`src/rtl/rtc_mux_bus_master_if.sv`:
```
// Request/response and pad-side signals of the multiplexed RTC bus master.
// The master modport is the bus master's view; the slave modport is the
// view of whatever sits around it (port logic plus the tristate pad).
interface rtc_mux_bus_master_if #(
    parameter int DATA_W = 8,
    parameter int BL_W   = 5
);
    // request side
    logic              start;
    logic              rw;
    logic [DATA_W-1:0] addr;
    logic [BL_W-1:0]   burst_len;
    logic [DATA_W-1:0] wdata;
    logic              busy;
    logic              done;
    logic [DATA_W-1:0] rdata;
    logic              rvalid;
    logic [BL_W-1:0]   ridx;

    // pad side
    logic              cs_n;
    logic              rd_n;
    logic              wr_n;
    logic              ad;
    logic [DATA_W-1:0] bus_out;
    logic              bus_oe;
    logic [DATA_W-1:0] bus_in;

    modport master (
        input  start, rw, addr, burst_len, wdata, bus_in,
        output busy, done, rdata, rvalid, ridx,
        output cs_n, rd_n, wr_n, ad, bus_out, bus_oe
    );

    modport slave (
        output start, rw, addr, burst_len, wdata, bus_in,
        input  busy, done, rdata, rvalid, ridx,
        input  cs_n, rd_n, wr_n, ad, bus_out, bus_oe
    );
endinterface

```
`src/rtl/rtc_mux_bus_master.sv`:
```
// Multiplexed address/data RTC bus master: one register write or a burst of
// consecutive register reads per request, each byte taking four equal phases.
//
// state | meaning
// IDLE  | waiting for start; request fields captured on start
// ADDR  | address driven on the bus, cs_n/wr_n low, ad=0
// GAP1  | bus released, all strobes high
// DATA  | write data driven (wr_n low) or read strobe low, ad=1
// GAP2  | bus released; then next address or back to IDLE
module rtc_mux_bus_master #(
    parameter int DATA_W    = 8,
    parameter int PHASE_CYC = 10,
    parameter int MAX_BURST = 16,
    parameter int BL_W      = $clog2(MAX_BURST) + 1
) (
    input logic                  clk,
    input logic                  reset,
    rtc_mux_bus_master_if.master bus
);

    localparam int PH_W = $clog2(PHASE_CYC);

    localparam logic [2:0] S_IDLE = 3'd0;
    localparam logic [2:0] S_ADDR = 3'd1;
    localparam logic [2:0] S_GAP1 = 3'd2;
    localparam logic [2:0] S_DATA = 3'd3;
    localparam logic [2:0] S_GAP2 = 3'd4;

    localparam logic [PH_W-1:0] PH_LOAD = PH_W'(PHASE_CYC - 1);
    localparam logic [BL_W-1:0] BL_MAX  = BL_W'(MAX_BURST);
    localparam logic [BL_W-1:0] BL_ONE  = BL_W'(1);

    logic [2:0]        state_q, state_d;
    logic [PH_W-1:0]   ph_cnt_q, ph_cnt_d;
    logic [DATA_W-1:0] addr_q, addr_d;
    logic [DATA_W-1:0] wdata_q, wdata_d;
    logic              rw_q, rw_d;
    logic [BL_W-1:0]   rem_q, rem_d;
    logic [BL_W-1:0]   idx_q, idx_d;

    logic              busy_q, busy_d;
    logic              done_q, done_d;
    logic [DATA_W-1:0] rdata_q, rdata_d;
    logic              rvalid_q, rvalid_d;
    logic [BL_W-1:0]   ridx_q, ridx_d;
    logic              cs_n_q, cs_n_d;
    logic              rd_n_q, rd_n_d;
    logic              wr_n_q, wr_n_d;
    logic              ad_q, ad_d;
    logic [DATA_W-1:0] bus_out_q, bus_out_d;
    logic              bus_oe_q, bus_oe_d;

    logic              phase_end;
    logic [BL_W-1:0]   burst_n;

    assign phase_end = (ph_cnt_q == '0);

    // Number of bytes for a new request: writes are always one byte,
    // reads clamp burst_len into 1..MAX_BURST.
    always_comb begin
        burst_n = bus.burst_len;
        if (!bus.rw || (bus.burst_len == '0)) begin
            burst_n = BL_ONE;
        end else if (bus.burst_len > BL_MAX) begin
            burst_n = BL_MAX;
        end
    end

    // Sequencing: phase down-counter plus per-byte address/count bookkeeping.
    always_comb begin
        state_d  = state_q;
        ph_cnt_d = ph_cnt_q;
        addr_d   = addr_q;
        wdata_d  = wdata_q;
        rw_d     = rw_q;
        rem_d    = rem_q;
        idx_d    = idx_q;
        rdata_d  = rdata_q;
        ridx_d   = ridx_q;
        rvalid_d = 1'b0;
        done_d   = 1'b0;

        if (state_q != S_IDLE) begin
            ph_cnt_d = phase_end ? PH_LOAD : (ph_cnt_q - PH_W'(1));
        end

        case (state_q)
            S_IDLE: begin
                if (bus.start) begin
                    addr_d   = bus.addr;
                    wdata_d  = bus.wdata;
                    rw_d     = bus.rw;
                    rem_d    = burst_n;
                    idx_d    = '0;
                    ph_cnt_d = PH_LOAD;
                    state_d  = S_ADDR;
                end
            end
            S_ADDR: begin
                if (phase_end) state_d = S_GAP1;
            end
            S_GAP1: begin
                if (phase_end) state_d = S_DATA;
            end
            S_DATA: begin
                if (phase_end) begin
                    state_d = S_GAP2;
                    // the pad value is taken on the edge closing the strobe
                    if (rw_q) begin
                        rdata_d  = bus.bus_in;
                        rvalid_d = 1'b1;
                        ridx_d   = idx_q;
                    end
                end
            end
            S_GAP2: begin
                if (phase_end) begin
                    if (rem_q == BL_ONE) begin
                        state_d = S_IDLE;
                        done_d  = 1'b1;
                    end else begin
                        rem_d   = rem_q - BL_ONE;
                        idx_d   = idx_q + BL_ONE;
                        addr_d  = addr_q + DATA_W'(1);
                        state_d = S_ADDR;
                    end
                end
            end
            default: begin
                state_d = S_IDLE;
            end
        endcase
    end

    // Bus-side outputs decoded from the next state so they can be registered
    // and still line up with the state they belong to.
    always_comb begin
        cs_n_d    = 1'b1;
        rd_n_d    = 1'b1;
        wr_n_d    = 1'b1;
        ad_d      = 1'b0;
        bus_oe_d  = 1'b0;
        bus_out_d = '0;
        busy_d    = (state_d != S_IDLE);

        case (state_d)
            S_ADDR: begin
                cs_n_d    = 1'b0;
                wr_n_d    = 1'b0;
                bus_oe_d  = 1'b1;
                bus_out_d = addr_d;
            end
            S_DATA: begin
                cs_n_d = 1'b0;
                ad_d   = 1'b1;
                if (rw_d) begin
                    rd_n_d = 1'b0;
                end else begin
                    wr_n_d    = 1'b0;
                    bus_oe_d  = 1'b1;
                    bus_out_d = wdata_d;
                end
            end
            default: begin
                cs_n_d = 1'b1;
            end
        endcase
    end

    // State and registered outputs; reset abandons any transaction at once.
    always_ff @(posedge clk or negedge reset) begin
        if (!reset) begin
            state_q   <= S_IDLE;
            ph_cnt_q  <= PH_LOAD;
            addr_q    <= '0;
            wdata_q   <= '0;
            rw_q      <= 1'b0;
            rem_q     <= '0;
            idx_q     <= '0;
            busy_q    <= 1'b0;
            done_q    <= 1'b0;
            rdata_q   <= '0;
            rvalid_q  <= 1'b0;
            ridx_q    <= '0;
            cs_n_q    <= 1'b1;
            rd_n_q    <= 1'b1;
            wr_n_q    <= 1'b1;
            ad_q      <= 1'b0;
            bus_out_q <= '0;
            bus_oe_q  <= 1'b0;
        end else begin
            state_q   <= state_d;
            ph_cnt_q  <= ph_cnt_d;
            addr_q    <= addr_d;
            wdata_q   <= wdata_d;
            rw_q      <= rw_d;
            rem_q     <= rem_d;
            idx_q     <= idx_d;
            busy_q    <= busy_d;
            done_q    <= done_d;
            rdata_q   <= rdata_d;
            rvalid_q  <= rvalid_d;
            ridx_q    <= ridx_d;
            cs_n_q    <= cs_n_d;
            rd_n_q    <= rd_n_d;
            wr_n_q    <= wr_n_d;
            ad_q      <= ad_d;
            bus_out_q <= bus_out_d;
            bus_oe_q  <= bus_oe_d;
        end
    end

    assign bus.busy    = busy_q;
    assign bus.done    = done_q;
    assign bus.rdata   = rdata_q;
    assign bus.rvalid  = rvalid_q;
    assign bus.ridx    = ridx_q;
    assign bus.cs_n    = cs_n_q;
    assign bus.rd_n    = rd_n_q;
    assign bus.wr_n    = wr_n_q;
    assign bus.ad      = ad_q;
    assign bus.bus_out = bus_out_q;
    assign bus.bus_oe  = bus_oe_q;

endmodule

```
`src/flat_wrapper.sv`:
```
// flat-port wrapper written by rule: the top's interface ports become plain ports
module rtc_mux_bus_master_flat 
#(
    parameter int DATA_W    = 8,
    parameter int PHASE_CYC = 10,
    parameter int MAX_BURST = 16,
    parameter int BL_W      = $clog2(MAX_BURST) + 1
)
  (clk, reset, bus_start, bus_rw, bus_addr, bus_burst_len, bus_wdata, bus_bus_in, bus_busy, bus_done, bus_rdata, bus_rvalid, bus_ridx, bus_cs_n, bus_rd_n, bus_wr_n, bus_ad, bus_bus_out, bus_bus_oe);
  rtc_mux_bus_master_if #(.DATA_W(DATA_W), .BL_W(BL_W)) bus_i ();
  input logic clk;
  input logic reset;
  input wire logic [$bits(bus_i.start)-1:0] bus_start;
  input wire logic [$bits(bus_i.rw)-1:0] bus_rw;
  input wire logic [$bits(bus_i.addr)-1:0] bus_addr;
  input wire logic [$bits(bus_i.burst_len)-1:0] bus_burst_len;
  input wire logic [$bits(bus_i.wdata)-1:0] bus_wdata;
  input wire logic [$bits(bus_i.bus_in)-1:0] bus_bus_in;
  output wire logic [$bits(bus_i.busy)-1:0] bus_busy;
  output wire logic [$bits(bus_i.done)-1:0] bus_done;
  output wire logic [$bits(bus_i.rdata)-1:0] bus_rdata;
  output wire logic [$bits(bus_i.rvalid)-1:0] bus_rvalid;
  output wire logic [$bits(bus_i.ridx)-1:0] bus_ridx;
  output wire logic [$bits(bus_i.cs_n)-1:0] bus_cs_n;
  output wire logic [$bits(bus_i.rd_n)-1:0] bus_rd_n;
  output wire logic [$bits(bus_i.wr_n)-1:0] bus_wr_n;
  output wire logic [$bits(bus_i.ad)-1:0] bus_ad;
  output wire logic [$bits(bus_i.bus_out)-1:0] bus_bus_out;
  output wire logic [$bits(bus_i.bus_oe)-1:0] bus_bus_oe;
  assign bus_i.start = bus_start;
  assign bus_i.rw = bus_rw;
  assign bus_i.addr = bus_addr;
  assign bus_i.burst_len = bus_burst_len;
  assign bus_i.wdata = bus_wdata;
  assign bus_i.bus_in = bus_bus_in;
  assign bus_busy = bus_i.busy;
  assign bus_done = bus_i.done;
  assign bus_rdata = bus_i.rdata;
  assign bus_rvalid = bus_i.rvalid;
  assign bus_ridx = bus_i.ridx;
  assign bus_cs_n = bus_i.cs_n;
  assign bus_rd_n = bus_i.rd_n;
  assign bus_wr_n = bus_i.wr_n;
  assign bus_ad = bus_i.ad;
  assign bus_bus_out = bus_i.bus_out;
  assign bus_bus_oe = bus_i.bus_oe;
  rtc_mux_bus_master #(.DATA_W(DATA_W), .PHASE_CYC(PHASE_CYC), .MAX_BURST(MAX_BURST), .BL_W(BL_W)) u_core (.clk(clk), .reset(reset), .bus(bus_i));
endmodule
```
`config.mk`:
```
export PLATFORM = sky130hd
export DESIGN_NAME = rtc_mux_bus_master_flat
export DESIGN_NICKNAME = d
export VERILOG_FILES = /design/src/rtl/rtc_mux_bus_master_if.sv /design/src/rtl/rtc_mux_bus_master.sv /design/src/flat_wrapper.sv
export SDC_FILE = /design/constraint.sdc
export NUM_CORES = 1
export LEC_CHECK = 0
export BUFFER_PORTS_ARGS = -buffer_cell sky130_fd_sc_hd__buf_2
export CAP_MARGIN = 20
export CORE_MARGIN = 5
export CORE_UTILIZATION = 59
export DETAILED_ROUTE_END_ITERATION = 10
export GPL_ROUTABILITY_DRIVEN = 1
export HOLD_SLACK_MARGIN = 0.08
export PLACE_DENSITY = 0.92
export SETUP_SLACK_MARGIN = 0.5
export SYNTH_ARGS = -nofsm -noshare
export SYNTH_HDL_FRONTEND = slang
export SYNTH_SLANG_ARGS = --single-unit
```
`constraint.sdc`:
```
create_clock -name clk -period 3.9 [get_ports clk]
set_input_delay 0.78 -clock clk [delete_from_list [all_inputs] [get_ports clk]]
set_output_delay 0.78 -clock clk [all_outputs]
set_load 0.01 [all_outputs]
```
[Yosys cells after proc, flatten, opt, wreduce, memory -nomap -nowiden]
Index checks and enable logic that the tools add are counted.
Cells by class
  muxes and demuxes: 44
  add/sub/neg operators: 4
  equal/unequal tests: 10
  reduce and logical (&&, ||, !) cells: 11
  magnitude comparators: 1
Operator list (number)
  two-way mux 8 bit: 6
  two-way mux 5 bit: 8
  case mux 8 bit (2 select lines): 2
  case mux 5 bit (2 select lines): 2
  two-way mux 4 bit: 4
  two-way mux 3 bit: 5
  case mux 3 bit (5 select lines): 1
  two-way mux 1 bit: 14
  equality test 3 x 2 -> 1 bit (second input constant): 3
  adder 8 x 1 -> 8 bit (second input constant): 1
  equality test 3 x 1 -> 1 bit (second input constant): 2
  nonzero test 3 bit: 2
  adder 5 x 1 -> 5 bit (second input constant): 1
  equality test 5 x 1 -> 1 bit (second input constant): 1
  > comparator 5 bit (second input constant): 1
  logical NOT 5 bit: 1
  subtractor 5 x 1 -> 5 bit (second input constant): 1
  logical NOT 4 bit: 1
  != test 2 bit (second input constant): 2
  case mux 1 bit (2 select lines): 2
  AND reduction 4 bit: 1
  subtractor 4 x 1 -> 4 bit (second input constant): 1
  equality test 3 bit (second input constant): 1
  logical NOT 3 bit: 1
  6 further kinds: 6
Storage, ports and cells
  register bits after elaboration: 63
  word-level logic and storage cells: 88
  input port bits: 33
  output and inout port bits: 29

[Depth between registers and ports, before layout]
  word-level depth: 7
  gate-level depth with buffers: 8
  mapped depth without buffers: 6

[Worst setup path after synthesis]
No wires, ideal clock.
  path kind: input -> register
  from: input bus_start
  to: register u_core.bus_out_q[4] (netlist: u_core.bus.bus_out[4])
  arrival: 2.049 ns
  data required time: 3.778 ns
  stages on the path: 4
  setup time: 0.122 ns
  path buffers: 0
  slack: 1.729 ns
  cells stage by stage: or4b_1 mux2_2 a311o_1 a32o_1
RTL lines
  start: declaration: line flat_wrapper.sv:13  | input wire logic [$bits(bus_i.start)-1:0] bus_start;
  two-way mux 8 bit: line rtc_mux_bus_master.sv:89  | if (bus.start) begin
  case mux 8 bit (2 select lines): line rtc_mux_bus_master.sv:87  | case (state_q)
  net u_core.addr_d[4]: line rtc_mux_bus_master.sv:35  | logic [DATA_W-1:0] addr_q, addr_d;
  case mux 8 bit (2 select lines): line rtc_mux_bus_master.sv:146  | case (state_d)
  net u_core.bus_out_d[4]: line rtc_mux_bus_master.sv:50  | logic [DATA_W-1:0] bus_out_q, bus_out_d;
  end signal: assignment: line rtc_mux_bus_master.sv:208  | bus_out_q <= bus_out_d;
  end: declaration: line rtc_mux_bus_master.sv:50
The timed path passes the listed nets, and every way through them passes these cells.
A chain may end at the register's enable or synchronous reset.

[Final worst setup path]
  from: register u_core.state_q[2]
  to: register u_core.bus_out_q[0] (netlist: u_core.bus.bus_out[0])
RTL lines
  start: declaration: line rtc_mux_bus_master.sv:33  | logic [2:0] state_q, state_d;
  start signal: assignment: line rtc_mux_bus_master.sv:192  | state_q <= state_d;
  equality test 3 bit or logical NOT 3 bit (tied branches): line rtc_mux_bus_master.sv:87
  case mux 8 bit (2 select lines) (*): line rtc_mux_bus_master.sv:87
  net u_core.addr_d[0]: line rtc_mux_bus_master.sv:35
  case mux 8 bit (2 select lines) (*): line rtc_mux_bus_master.sv:146
  net u_core.bus_out_d[0]: line rtc_mux_bus_master.sv:50
The timed path passes the listed nets; every way through them passes the cells marked *.

==> flow_summary.json <==
{
  "ys_seq_elements": 63,
  "drive_above_1_share_pct": 33.5,
  "worstPathMaxFanout": 20,
  "die-area_sq_mm": 0.00685,
  "synth_top_cell_by_area": "dfrtp_1",
  "min_path_cells": 2,
  "diodes": 0,
  "fin_crit_ps": 2480,
  "p_switching_uw": 316,
  "portBuffers": 61,
  "dpl.hpwl_mm": 4.77,
  "dr.pass1.iters": 4,
  "cts.path.max_buffers": 2,
  "cts_hold_buf": 0,
  "htreeDepth": 3,
  "nets": 375,
  "via_per_inst": 5.92,
  "gr-usage-met1_pct": 29.4,
  "clkPwrFrac_pct": 37.1,
  "yosys-top-cells-count": "dfrtp_1, nand2_1, mux2_2",
  "grt_overflow": 0,
  "synth_top_area_share_pct": 46.4,
  "p_int_uw": 953,
  "cp-end-kind": "flop",
  "die_w_microns": 82.8,
  "syn_area_sq_mm": 0.00313,
  "synth_edf_count": 0,
  "cts_tree": "built",
  "synth.avg_cell_area_sq_um": 11.1,
  "synth.distinct_cells": 63,
  "final.setup.tns_ps": 0,
  "initial_core_util_pct": 60.8,
  "period_share_pct": 63.7,
  "ys.flop_type": "dfrtp_1",
  "cts_inserted_buffers": 9,
  "grt_pass1_wl_mm": 11.6,
  "p_seq_share_pct": 54.8,
  "use_met3_pct": 4.32,
  "grtUsageMet2_pct": 37.3,
  "seq_area_frac_synth_pct": 50.6,
  "core_sq_mm": 0.00514,
  "grt_max_degree": 64,
  "via_count": 2445,
  "cp-start-kind": "flop",
  "post_cts_buffers": 0,
  "path_class": "flop to flop",
  "worst_hold_path_type": "flop to flop",
  "finalWorstSetupSlack_ps": 1420,
  "synth-async-reset-ratio_pct": 100,
  "switching_share_pct": 24.9,
  "drt_iter0_markers": 181,
  "worstSkewPairLatency_ps": 350,
  "finalWirelength_mm": 7.04,
  "antenna_found_initial": 0,
  "grt_pass1_vias": 2458,
  "yosysWarnings": 0,
  "place_congestion": 0.942,
  "placementRows": 26,
  "setup_violations": 0,
  "clk_pin_slew_ps": 70,
  "io_pins": 62,
  "ctsResizeCount": 0,
  "grt_usage_pct": 22.9,
  "hold_viol": 0,
  "ir_drop_mv": 0.245,
  "slew_violations": 0,
  "synth_area_leaders": "dfrtp_1, mux2_2, dfstp_2, nand2_1, mux2i_1",
  "yosysMostFrequentCell": "dfrtp_1",
  "syn_to_final_growth_pct": 15.5,
  "worst_pin_slew_ps": 790,
  "max_freq_ghz": 0.403,
  "drc": 0,
  "pre_cts_ws_ps": 1250,
  "ant_nets": 0,
  "r2r_cells": 4,
  "required_ps": 4140,
  "drv_cap": 0,
  "power_frac_comb_pct": 8.1,
  "die_h_microns": 82.8,
  "power_density_mw_per_mm2": 351,
  "numClockSinks": 63,
  "slew_headroom_pct": 45.9,
  "status": "finished, final reports clean",
  "worst_ep_arrival_time_ps": 2720,
  "skew_ps": 6.65,
  "syn_nets": 318,
  "p_leak_uw": 0.00155,
  "cts-root-buf": "clkbuf_8",
  "rsz0062_at_grt": "no",
  "top_usage_layer": "met2",
  "wl_per_cell_microns": 17.0,
  "synth_cells": 281
}
-- through the flow --
| step | total power [uW] | cell area, sq um | util, % | std cells | hold WS [ps] |
|---|---|---|---|---|---|
| 2_1_floorplan | 754 | 3130 | - | 281 | 441 |
| 3_3_place_gp | 805 | 3450 | 67.2 | 397 | 457 |
| 3_5_place_dp | 810 | 3450 | 67.2 | 397 | 466 |
| 4_1_cts | 1280 | 3610 | 70.2 | 413 | 482 |
| 5_1_grt | 1320 | 3610 | 70.2 | 413 | 510 |
| 6_report | 1270 | 3610 | 70.2 | 413 | 484 |
-- metal layers --
metal	share of wire, %	wire length [microns]
met1	42	2980
met2	49	3450
met3	6.9	486
met4	1.8	128
met5	0	0
-- final cells by class --
class / instances / area (sq um)
inverters: 7 / 26.3
clock inverters: 4 / 22.5
clock buffers: 12 / 135
flip-flops and latches: 63 / 1580
fillers: 408 / 1530
repair buffers: 63 / 320
multi-input cells: 194 / 1440
well taps: 70 / 87.6
-- final timing paths --
check / startpoint / to / slack (ps)
max in group asynchronous: reset / u_core.rw_q / 2790
worst max-delay path: u_core.state_q[2] / u_core.bus.bus_out[0] / 1420
worst max register to register: u_core.state_q[2] / u_core.bus.bus_out[0] / 1420
worst min register to register: u_core.wdata_q[2] / u_core.wdata_q[2] / 480
min in group asynchronous: reset / u_core.bus.rdata[7] / 600
worst min-delay path: u_core.wdata_q[2] / u_core.wdata_q[2] / 480
-- logic make-up (layout without fill, tap and decap cells) --
group                      Yosys count  in the layout  synth area share [%]
and+or+nand+nor                    106            106                  20.5
DFF                                 63             63                  50.6
AOI/OAI and AO/OA                   54             54                  13.3
buffers and inverters               24             86                  3.72
muxes                               26             26                  9.17
xor gates and xnor gates             4              4                  1.12
adders and majority gates            4              4                  1.60
-- critical path, cell delays in order, from the launching register on --
cell and delay, ps:
dfrtp_1 730, nor3b_2 740, a31oi_4 300, a221o_1 390, a32o_1 210
-- placed cells by master, fill, tap and decap left out, types with 2 or more instances in the layout --
master,Yosys,layout
nor3b_1,3,3
nor4b_4,1,2
a32o_1,4,4
o2bb2ai_1,3,3
inv_1,7,7
nor2b_1,4,4
nor3_1,7,7
o21ai_0,10,10
clkbuf_8,0,9
xor2_1,2,2
o21bai_1,2,2
mux2_2,18,18
nor4_1,3,3
a31oi_1,2,2
xnor2_1,2,2
buf_4,1,2
buf_2,6,61
o221ai_1,2,2
a21oi_1,6,6
and2_1,3,3
nand4_1,7,7
nor2_1,17,17
nor3_2,2,2
o41ai_1,2,2
nand2_1,33,33
dfstp_2,5,5
a21boi_0,2,2
o211ai_1,4,4
dfrtp_1,58,58
nand3b_1,3,3
clkbuf_1,8,3
mux2i_1,7,7
ha_1,4,4
clkinv_2,0,3
nand3_1,7,7
nor4_4,3,3
o21a_1,4,4
-- flip-flops by register name (all words and copies together) (netlist names) --
| name | cells |
|---|---|
| u_core.bus.wr_n | 1 |
| u_core.bus.done | 1 |
| u_core.addr_q | 8 |
| u_core.state_q | 3 |
| u_core.bus.bus_oe | 1 |
| u_core.rw_q | 1 |
| u_core.bus.rvalid | 1 |
| u_core.bus.ad | 1 |
| u_core.ph_cnt_q | 4 |
| u_core.bus.busy | 1 |
| u_core.bus.rdata | 8 |
| u_core.bus.ridx | 5 |
| u_core.rem_q | 5 |
| u_core.wdata_q | 8 |
| u_core.idx_q | 5 |
| u_core.bus.bus_out | 8 |
| u_core.bus.rd_n | 1 |
| u_core.bus.cs_n | 1 |
-- power groups by stage --
stage	Combinational, uW	Sequential [uW]	Clock [uW]
final	102	695	471
after floorplan	44.8	710	0
after CTS	104	695	481
after global placement	99.0	706	0
after detailed placement	103	707	0
after global routing	114	698	507
Power figures use the tool's default switching activity.
